## config.mk

```make
export PLATFORM = sky130hd
export DESIGN_NAME = rx_frame_buffer
export DESIGN_NICKNAME = d
export VERILOG_FILES = /design/src/rtl/rx_frame_buffer.sv
export SDC_FILE = /design/constraint.sdc
export NUM_CORES = 2
export LEC_CHECK = 0
export CORE_MARGIN = 2
export CORE_UTILIZATION = 40
export DETAILED_ROUTE_END_ITERATION = 6
export GPL_TIMING_DRIVEN = 0
export PLACE_DENSITY_LB_ADDON = 0.15
export SYNTH_ARGS = -nofsm -noshare
export SYNTH_HDL_FRONTEND = slang
export SYNTH_SLANG_ARGS = --single-unit
export TNS_END_PERCENT = 1
```

## constraint.sdc

```tcl
create_clock -name clk4m -period 4.7 [get_ports clk4m]
set_input_delay 0.94 -clock clk4m [delete_from_list [all_inputs] [get_ports clk4m]]
set_output_delay 0.94 -clock clk4m [all_outputs]
set_load 0.02 [all_outputs]
```

## src/rtl/rx_frame_buffer.sv

```systemverilog
// RX frame buffer: checks the SFD tail, stores the payload, verifies CRC-16-CCITT
// and streams a verified payload over a valid/ready interface.
//
// Ports:
//   clk4m       system clock, all logic on the rising edge
//   reset       synchronous active-high reset
//   byte_in     decoded byte from the synchroniser
//   byte_valid  1-cycle strobe qualifying byte_in
//   out_data    payload byte towards the UART path (registered)
//   out_valid   out_data valid
//   out_ready   consumer accepts on out_valid && out_ready
//   out_last    high together with the final payload byte
//   frame_ok    1-cycle pulse, CRC matched
//   frame_err   1-cycle pulse, bad SFD tail, CRC mismatch or inter-byte timeout
//   frame_drop  1-cycle pulse per byte ignored while draining
//   busy        high in every state except IDLE
module rx_frame_buffer #(
    parameter int         PAYLOAD_LEN = 146,
    parameter logic [7:0] SFD_TAIL    = 8'hF3,
    parameter int         TIMEOUT     = 4096
) (
    input  logic       clk4m,
    input  logic       reset,
    input  logic [7:0] byte_in,
    input  logic       byte_valid,
    output logic [7:0] out_data,
    output logic       out_valid,
    input  logic       out_ready,
    output logic       out_last,
    output logic       frame_ok,
    output logic       frame_err,
    output logic       frame_drop,
    output logic       busy
);

    localparam int IW = (PAYLOAD_LEN > 1) ? $clog2(PAYLOAD_LEN) : 1;
    localparam int TW = $clog2(TIMEOUT + 1);

    localparam logic [IW-1:0] LAST_IDX = IW'(PAYLOAD_LEN - 1);
    localparam logic [TW-1:0] TO_LAST  = TW'(TIMEOUT - 1);

    typedef enum logic [2:0] {
        IDLE,
        RECV,
        CRC_HI,
        CRC_LO,
        CHECK,
        DRAIN
    } state_t;

    state_t        state;
    state_t        state_n;
    logic [IW-1:0] wr_idx;
    logic [IW-1:0] wr_idx_n;
    logic [IW-1:0] rd_idx;
    logic [IW-1:0] rd_idx_n;
    logic [IW-1:0] rd_next;
    logic [15:0]   crc;
    logic [15:0]   crc_n;
    logic [7:0]    rx_crc_hi;
    logic [7:0]    rx_crc_hi_n;
    logic [TW-1:0] idle_cnt;
    logic [TW-1:0] idle_cnt_n;
    logic [7:0]    out_data_n;
    logic          out_valid_n;
    logic          out_last_n;
    logic          frame_ok_n;
    logic          frame_err_n;
    logic          frame_drop_n;
    logic          in_frame;

    logic [7:0]    ram [0:PAYLOAD_LEN-1];
    logic          ram_we;
    logic [IW-1:0] ram_raddr;
    logic [7:0]    ram_rdata;

    // CRC-16-CCITT, MSB first, one whole byte per clock.
    function automatic logic [15:0] crc_byte(
        input logic [15:0] c,
        input logic [7:0]  d
    );
        logic [15:0] r;
        r = c ^ {d, 8'h00};
        for (int i = 0; i < 8; i++) begin
            r = r[15] ? ((r << 1) ^ 16'h1021) : (r << 1);
        end
        return r;
    endfunction

    assign busy     = (state != IDLE);
    assign in_frame = (state == RECV) || (state == CRC_HI) ||
                      (state == CRC_LO);
    assign rd_next  = rd_idx + 1'b1;

    // Address the byte that will be presented after the current accept;
    // index 0 is preloaded while in CHECK.
    assign ram_raddr = (state == DRAIN && !out_last) ? rd_next : '0;
    assign ram_rdata = ram[ram_raddr];

    always_ff @(posedge clk4m) begin
        if (ram_we) begin
            ram[wr_idx] <= byte_in;
        end
    end

    always_comb begin
        state_n      = state;
        wr_idx_n     = wr_idx;
        rd_idx_n     = rd_idx;
        crc_n        = crc;
        rx_crc_hi_n  = rx_crc_hi;
        idle_cnt_n   = '0;
        out_data_n   = out_data;
        out_valid_n  = out_valid;
        out_last_n   = out_last;
        frame_ok_n   = 1'b0;
        frame_err_n  = 1'b0;
        frame_drop_n = 1'b0;
        ram_we       = 1'b0;

        if (in_frame) begin
            idle_cnt_n = byte_valid ? '0 : idle_cnt + 1'b1;
        end

        unique case (state)
            IDLE: begin
                if (byte_valid) begin
                    if (byte_in == SFD_TAIL) begin
                        state_n  = RECV;
                        wr_idx_n = '0;
                        crc_n    = 16'hFFFF;
                    end else begin
                        frame_err_n = 1'b1;
                    end
                end
            end
            RECV: begin
                if (byte_valid) begin
                    ram_we = 1'b1;
                    crc_n  = crc_byte(crc, byte_in);
                    if (wr_idx == LAST_IDX) begin
                        state_n = CRC_HI;
                    end else begin
                        wr_idx_n = wr_idx + 1'b1;
                    end
                end
            end
            CRC_HI: begin
                if (byte_valid) begin
                    rx_crc_hi_n = byte_in;
                    state_n     = CRC_LO;
                end
            end
            CRC_LO: begin
                if (byte_valid) begin
                    state_n = CHECK;
                    if (crc == {rx_crc_hi, byte_in}) begin
                        frame_ok_n = 1'b1;
                    end else begin
                        frame_err_n = 1'b1;
                    end
                end
            end
            CHECK: begin
                // The verdict was registered into frame_ok on the last CRC byte.
                if (frame_ok) begin
                    state_n     = DRAIN;
                    rd_idx_n    = '0;
                    out_valid_n = 1'b1;
                    out_data_n  = ram_rdata;
                    out_last_n  = (LAST_IDX == '0);
                end else begin
                    state_n = IDLE;
                end
            end
            DRAIN: begin
                frame_drop_n = byte_valid;
                if (out_ready) begin
                    if (out_last) begin
                        state_n     = IDLE;
                        out_valid_n = 1'b0;
                        out_last_n  = 1'b0;
                    end else begin
                        rd_idx_n   = rd_next;
                        out_data_n = ram_rdata;
                        out_last_n = (rd_next == LAST_IDX);
                    end
                end
            end
            default: begin
                state_n = IDLE;
            end
        endcase

        // Too long without a byte inside a frame: abandon it.
        if (in_frame && !byte_valid && idle_cnt == TO_LAST) begin
            state_n     = IDLE;
            frame_err_n = 1'b1;
            idle_cnt_n  = '0;
        end
    end

    always_ff @(posedge clk4m) begin
        if (reset) begin
            state      <= IDLE;
            wr_idx     <= '0;
            rd_idx     <= '0;
            crc        <= 16'hFFFF;
            rx_crc_hi  <= '0;
            idle_cnt   <= '0;
            out_data   <= '0;
            out_valid  <= 1'b0;
            out_last   <= 1'b0;
            frame_ok   <= 1'b0;
            frame_err  <= 1'b0;
            frame_drop <= 1'b0;
        end else begin
            state      <= state_n;
            wr_idx     <= wr_idx_n;
            rd_idx     <= rd_idx_n;
            crc        <= crc_n;
            rx_crc_hi  <= rx_crc_hi_n;
            idle_cnt   <= idle_cnt_n;
            out_data   <= out_data_n;
            out_valid  <= out_valid_n;
            out_last   <= out_last_n;
            frame_ok   <= frame_ok_n;
            frame_err  <= frame_err_n;
            frame_drop <= frame_drop_n;
        end
    end

endmodule

```

Yosys cells after proc, flatten, opt, wreduce, memory -nomap -nowiden
Memories as Yosys holds them, arrays and structs flattened. Cells that the tools add are included.

RAM bits: 1168. Register bits: 69. Output and inout port bits: 14. Bits of input ports: 12. Memories kept: 1.

Memory list: ram (words 146, width 8, read ports 1, clocked after Yosys merged registers in 0, wr ports 1, RTL line 72) `logic [7:0] ram [0:PAYLOAD_LEN-1];`.

Add/subtract/negate cells: 3. Eq/ne operators: 21. Multiplexer cells: 55. Bitwise logic cells: 13. Reduce and logical (&&, ||, !) cells: 22.

Operators with widths (number): 2-to-1 mux 13 bit (8); 2-to-1 mux 8 bit (11); 2-to-1 mux 16 bit (3); one-hot mux 8 bit (2 select lines) (3); one-hot mux 16 bit (2 select lines) (1); 2-to-1 mux 3 bit (9); == test 8 bit (second input constant) (3); NOT 3 bit (8); != test 2 bit (second input constant) (10); one-hot mux 3 bit (6 select lines) (1); adder 8 x 1 -> 8 bit (second input constant) (2); == test 16 bit (1); 2-to-1 mux 1 bit (16); XOR 16 bit (1); adder 13 x 1 -> 13 bit (second input constant) (1); == test 13 x 12 -> 1 bit (second input constant) (1); AND reduction 4 bit (3); AND reduction 8 bit (1); == test 3 x 2 -> 1 bit (second input constant) (2); == test 3 bit (second input constant) (2); one-hot mux 1 bit (2 select lines) (3); AND reduction 5 bit (1); NOT 1 bit (4); nonzero test 2 bit (2); 12 further kinds (17).

Depth between registers and ports, before layout
Depth in word-level cells: 19. Depth in mapped cells: 16.

Worst setup path before layout
OpenSTA, ideal clock, no wires.

Kind: register -> register. Start point: register rd_idx[0]. End point: register out_data[4]. Arrival: 3.330 ns. Clock period less this slack: 3.409 ns. Cell stages (with the launch flop): 15. Setup time: 0.079 ns. Setup slack: 1.291 ns. Cell sequence: dfxtp_1 > inv_2 > clkbuf_1 > clkbuf_1 > clkbuf_1 > ha_1 > buf_2 > clkinv_1 > nor2_2 > nand2_1 > o31a_1 > a21oi_1 > o211ai_1 > a211o_1 > o211ai_1.

Word-level cells in the longest chain between the ends: 6. Elaborated cells on any way between the ends: 7. Classes of those cells: add/sub: 1; mux: 5; memory: 1.

RTL lines: from (decl) (RTL line 55) `logic [IW-1:0] rd_idx;`; from (signal assigned) (RTL line 220) `rd_idx <= rd_idx_n;`; adder 8 x 1 -> 8 bit * (RTL line 93) `assign rd_next = rd_idx + 1'b1;`; 2-to-1 mux 8 bit * (RTL line 97) `assign ram_raddr = (state == DRAIN && !out_last) ? rd_next : '0;`; memory (146 x 8 bit) *; 2-to-1 mux 8 bit (RTL line 179) `if (out_last) begin`; 2-to-1 mux 8 bit (RTL line 178) `if (out_ready) begin`; one-hot mux 8 bit (2 select lines) * (RTL line 125) `unique case (state)`; to (signal assigned) (RTL line 224) `out_data <= out_data_n;`; to (decl) (RTL line 26) `output logic [7:0] out_data,`.

Every way passes the cells marked *; elsewhere a longest branch is shown, timed or not. The select of a mux whose other input is x is not followed. A chain may end at the register's enable or synchronous reset.

Worst setup path after layout
Start point: register rd_idx[0]. End point: register out_data[0].

The elaborated chain is that of the path after synthesis.

==> run summary <==
### Outcome
- **run status** finished with violations
- **failing checks** capacitance limit, slew limit, setup timing

### Floorplanning
- **Std-Cell Core Area** 0.1252 sq mm
- **initial cell density of the core** 0.4014
- **floorplan die height** 358.5 um
- **Top Ports** 26
- **Die Area** 0.1285 sq mm
- **Die X** 358.5 um
- **total number of placement rows** 130

### Synthesis
- **total of warnings raised by yosys** 0
- **top area cells in the synthesized netlist** sky130_fd_sc_hd__edfxtp_1 70%, sky130_fd_sc_hd__mux2i_1 3.5%, sky130_fd_sc_hd__nand2_1 3.0%
- **net count after synthesis** 3468
- **leading register cell type out of synthesis** sky130_fd_sc_hd__edfxtp_1
- **synthesized area** 0.05027 sq mm
- **synth unique cells** 87
- **Post-Synthesis Cells** 3449
- **Avg Inst Size Synth** 14.58 sq um
- **number of enable flip-flop cells after synthesis** 1168
- **share of the yosys chip area belonging to registers** 0.7252
- **Async SR Flop Fraction** 0
- **most common cell in the netlist** sky130_fd_sc_hd__edfxtp_1
- **synthesized flop and latch total** 1237
- **top-area cell type share of the netlist area** 0.6977
- **most frequent cells after synthesis** 1168 x sky130_fd_sc_hd__edfxtp_1, 396 x sky130_fd_sc_hd__nand2_1, 256 x sky130_fd_sc_hd__nor2_1
- **library cell with the largest summed area after synthesis** sky130_fd_sc_hd__edfxtp_1

### Finish
- **share of post-route cells with drive strength above 1** 0.1338
- **Layout Area Growth over Synthesis** 14.46%
- **Filler Cells Inserted** 11.23k
- **# nets final** 3650
- **area of all placed cells without fillers** 0.05754 sq mm

### STA
- **setup repair after global routing missed its margin** yes
- **Final Hold Viols** 0
- **slew at the pin closest to its max-slew limit** 1.611 ns
- **worst-case hold slack** 0.4559 ns
- **worst setup skew after layout** 0.04104 ns
- **fmax** 0.1998 GHz
- **share of the cycle needed by the critical path after routing** 1.065
- **total of endpoints with negative setup slack in the final report** 8
- **number of pins exceeding their max-slew limit in the final report** 33
- **smallest setup slack after layout** -0.3047 ns
- **worst max-slew margin expressed relative to the limit** -0.07404
- **post-layout minimum cycle time** 5.005 ns

### Detailed routing
- **count of TritonRoute iterations in the first routing pass** 6
- **initial drt markers** 5954
- **total length of routed wires** 203300 um
- **wire length per cell after detailed routing** 37.69 um
- **mean number of vias per cell** 6.348
- **number of antenna-violating nets in the routed design** 0
- **via count** 34.23k
- **Remaining DRCs** 0

### Critical path
- **worst-path cell chain** inv_2 -> clkbuf_4 -> clkbuf_8 -> clkbuf_4 -> ha_1 -> buf_4 -> clkinv_4 -> nand3_2 -> buf_4 -> buf_4 -> o221ai_1 -> a31oi_2 -> nor4_2 -> a211oi_2 -> o211ai_1
- **cell family with most CP delay** buffers and inverters
- **Critical Path Start** rd_idx[0]
- **Critical Path Sink Type** register
- **cell count along the critical path** 15
- **maximum fanout count along the critical path** 10
- **master of the slowest instance on the critical path** sky130_fd_sc_hd__a211oi_2
- **type of the worst setup path** register to register
- **sum of buffers and inverters on the critical path** 8
- **worst endpoint required time** 5.36 ns
- **Reg-to-Reg End** out_data[0]
- **Reg2Reg Launch Point** rd_idx[0]
- **Register-to-Register Path Depth** 15
- **worst setup path end** out_data[0]
- **most repeated library cell on the critical path** sky130_fd_sc_hd__buf_4
- **endpoint arrival time on the critical path** 5.67 ns
- **slack of the worst reg-to-reg path** -0.30 ns
- **biggest cell delay along the critical path** 0.48 ns
- **Setup crit start kind** register

### Clock tree
- **clock buffer count from CTS** 135
- **clock latency at the later pin of the worst-skew pair** 0.81 ns
- **buffer cell driving the clock tree root** sky130_fd_sc_hd__clkbuf_16
- **clock tree sinks** 1237
- **count of hold-fix buffers inserted at cts** 0
- **Clock Pin Slew Worst Setup and Hold Paths** 0.06 ns
- **TritonCTS clock tree** yes
- **number of H-tree levels** 4
- **number of buffers on the longest clock path** 3

### Worst hold path
- **worst hold path class** register to register

### Power
- **overall power of the completed layout** 22.90 mW
- **Static Leak** 17.87 nW
- **Power Density** 398.1 mW/mm^2
- **internal power** 18.06 mW
- **net switching power** 4.840 mW
- **Worst IR Drop VDD** 0.3931 mV
- **switch share** 0.2113
- **clock power share** 0.453
- **combinational power share** 0.020
- **Flop pwr share** 0.527

### Place
- **cell area reported after detailed placement** 0.05284 sq mm
- **worst-case setup slack after placement** -3.540 ns
- **count of port buffers added during placement** 25
- **placed wire-length estimate after detailed placement** 133400 um
- **GPL Wtd Cong** 1.002

### Flow run
- **max-cap violations** 5

### Global routing
- **pin count of the biggest net entering global routing** 101
- **wire length of the first global-routing pass** 272100 um
- **global-route usage over all layers** 0.3148
- **remaining global-route overflow** 0
- **initial antenna violation count** 18
- **vias in the first global route** 31.64k

## worst reg2reg max path, stage by stage (launching register included)
cell and delay, ns:
sky130_fd_sc_hd__dfxtp_2 0.45, sky130_fd_sc_hd__inv_2 0.20, sky130_fd_sc_hd__clkbuf_4 0.27, sky130_fd_sc_hd__clkbuf_8 0.24, sky130_fd_sc_hd__clkbuf_4 0.28, sky130_fd_sc_hd__ha_1 0.37
sky130_fd_sc_hd__buf_4 0.29, sky130_fd_sc_hd__clkinv_4 0.27, sky130_fd_sc_hd__nand3_2 0.34, sky130_fd_sc_hd__buf_4 0.33, sky130_fd_sc_hd__buf_4 0.31, sky130_fd_sc_hd__o221ai_1 0.35
sky130_fd_sc_hd__a31oi_2 0.42, sky130_fd_sc_hd__nor4_2 0.14, sky130_fd_sc_hd__a211oi_2 0.48, sky130_fd_sc_hd__o211ai_1 0.13
## power by group through the flow
stage | Clock, mW | Combinational [mW] | Sequential [mW]
final | 10.4 | 0.451 | 12.1
after global routing | 10.8 | 0.481 | 12.1
after CTS | 10.4 | 0.448 | 12.1
after detailed placement | 0 | 0.444 | 12.3
after global placement | 0 | 0.419 | 12.4
after floorplan | 0 | 0.149 | 12.3
## final cells by class
cell class                 count  area (sq um)  area share
timing repair buffer          46         614.3     0.01068
antenna                        5         12.51   0.0002175
sequential                  1237         36460      0.6336
clock buffer                 185          3732     0.06487
buffer                       222          1289     0.02240
tap                         1650          2064     0.03588
multi-input combinational   1974         12830      0.2230
inverter                      15         61.31    0.001066
clock inverter                59         479.2    0.008328
## cells in the final DEF, fill, tap and decap left out, types with 11 or more instances in the layout
master                            instances
sky130_fd_sc_hd__edfxtp_1              1168
sky130_fd_sc_hd__nor2_1                 251
sky130_fd_sc_hd__and3_1                  31
sky130_fd_sc_hd__o22ai_1                 54
sky130_fd_sc_hd__clkinv_1                26
sky130_fd_sc_hd__a311oi_1                15
sky130_fd_sc_hd__nand2_1                395
sky130_fd_sc_hd__xnor2_1                 31
sky130_fd_sc_hd__o21ai_0                 97
sky130_fd_sc_hd__o311a_1                 12
sky130_fd_sc_hd__clkinv_2                17
sky130_fd_sc_hd__dfxtp_1                 68
sky130_fd_sc_hd__a22oi_1                 16
sky130_fd_sc_hd__inv_1                   13
sky130_fd_sc_hd__buf_2                   90
sky130_fd_sc_hd__mux2i_1                174
sky130_fd_sc_hd__o211ai_1                38
sky130_fd_sc_hd__nand3_1                 95
sky130_fd_sc_hd__buf_6                   28
sky130_fd_sc_hd__nor3_1                  57
sky130_fd_sc_hd__a31oi_1                 23
sky130_fd_sc_hd__nand2b_1                27
sky130_fd_sc_hd__a2111oi_0               11
sky130_fd_sc_hd__o221ai_1                81
sky130_fd_sc_hd__a32oi_1                 13
sky130_fd_sc_hd__clkbuf_2                11
sky130_fd_sc_hd__xor2_1                  28
sky130_fd_sc_hd__buf_4                   43
sky130_fd_sc_hd__clkdlybuf4s50_1         17
sky130_fd_sc_hd__nor2b_1                 24
sky130_fd_sc_hd__clkbuf_1                92
sky130_fd_sc_hd__or3_1                   18
sky130_fd_sc_hd__clkbuf_16              140
sky130_fd_sc_hd__nor4_1                  21
sky130_fd_sc_hd__mux2_2                  28
sky130_fd_sc_hd__mux4_2                  22
sky130_fd_sc_hd__a21oi_1                133
sky130_fd_sc_hd__a211oi_1                61
## worst min-delay path by stage
stage	to	cells after the start	slack, ns	from
floorplan	idle_cnt[0]	1	0.43	idle_cnt[0]
global placement	idle_cnt[0]	1	0.44	idle_cnt[0]
detailed placement	idle_cnt[0]	1	0.45	idle_cnt[0]
CTS	idle_cnt[0]	1	0.47	idle_cnt[0]
global route	idle_cnt[0]	1	0.48	idle_cnt[0]
finish	idle_cnt[0]	1	0.46	idle_cnt[0]
## through the flow
step,setup TNS (ns),utilization,instances
finish,-1.610,0.4594,5393
global route,-0.3470,0.4593,5388
CTS,-0.006985,0.4589,5387
detailed placement,-104.02,0.4219,5134
global placement,-3069.56,0.4199,5124
floorplan,0,-,3449
## per-layer routing
| layer | share of wire | vias to the layer above | global-route usage |
|---|---|---|---|
| li1 | - | 13796 | - |
| met1 | 0.38 | 17312 | 0.4254 |
| met2 | 0.43 | 2580 | 0.4549 |
| met3 | 0.13 | 539 | 0.09264 |
| met4 | 0.062 | 6 | 0.1749 |
| met5 | 0.00025 | - | 0 |
## registers in the layout (all words and copies together), names as in the netlist
register	count
out_last	1
out_data	8
wr_idx	8
ram	1168
crc	16
state	3
frame_ok	1
rd_idx	8
out_valid	1
rx_crc_hi	8
idle_cnt	13
frame_err	1
frame_drop	1
## cells by family (layout without fill, tap and decap cells)
family | count (synthesis) | after routing | synth area share
AOI/OAI and AO/OA | 685 | 685 | 0.09468
and+or+nand+nor | 995 | 995 | 0.09065
buffers and inverters | 238 | 527 | 0.02489
DFF | 1237 | 1237 | 0.7252
xor gates and xnor gates | 63 | 63 | 0.01210
other | 0 | 5 | 0
adders and majority gates | 7 | 7 | 0.001742
muxes | 224 | 224 | 0.05077
## timing repair
| item | CTS | global route |
|---|---|---|
| endpoints found under the setup margin | 9 | 35 |
| pin swaps | 5 | 3 |
| resized for setup | 93 | 14 |
| buffers inserted | 10 | 0 |
| cloned | 0 | 0 |
| endpoints found under the hold margin | 0 | 0 |
(Power assumes the default switching activity.)
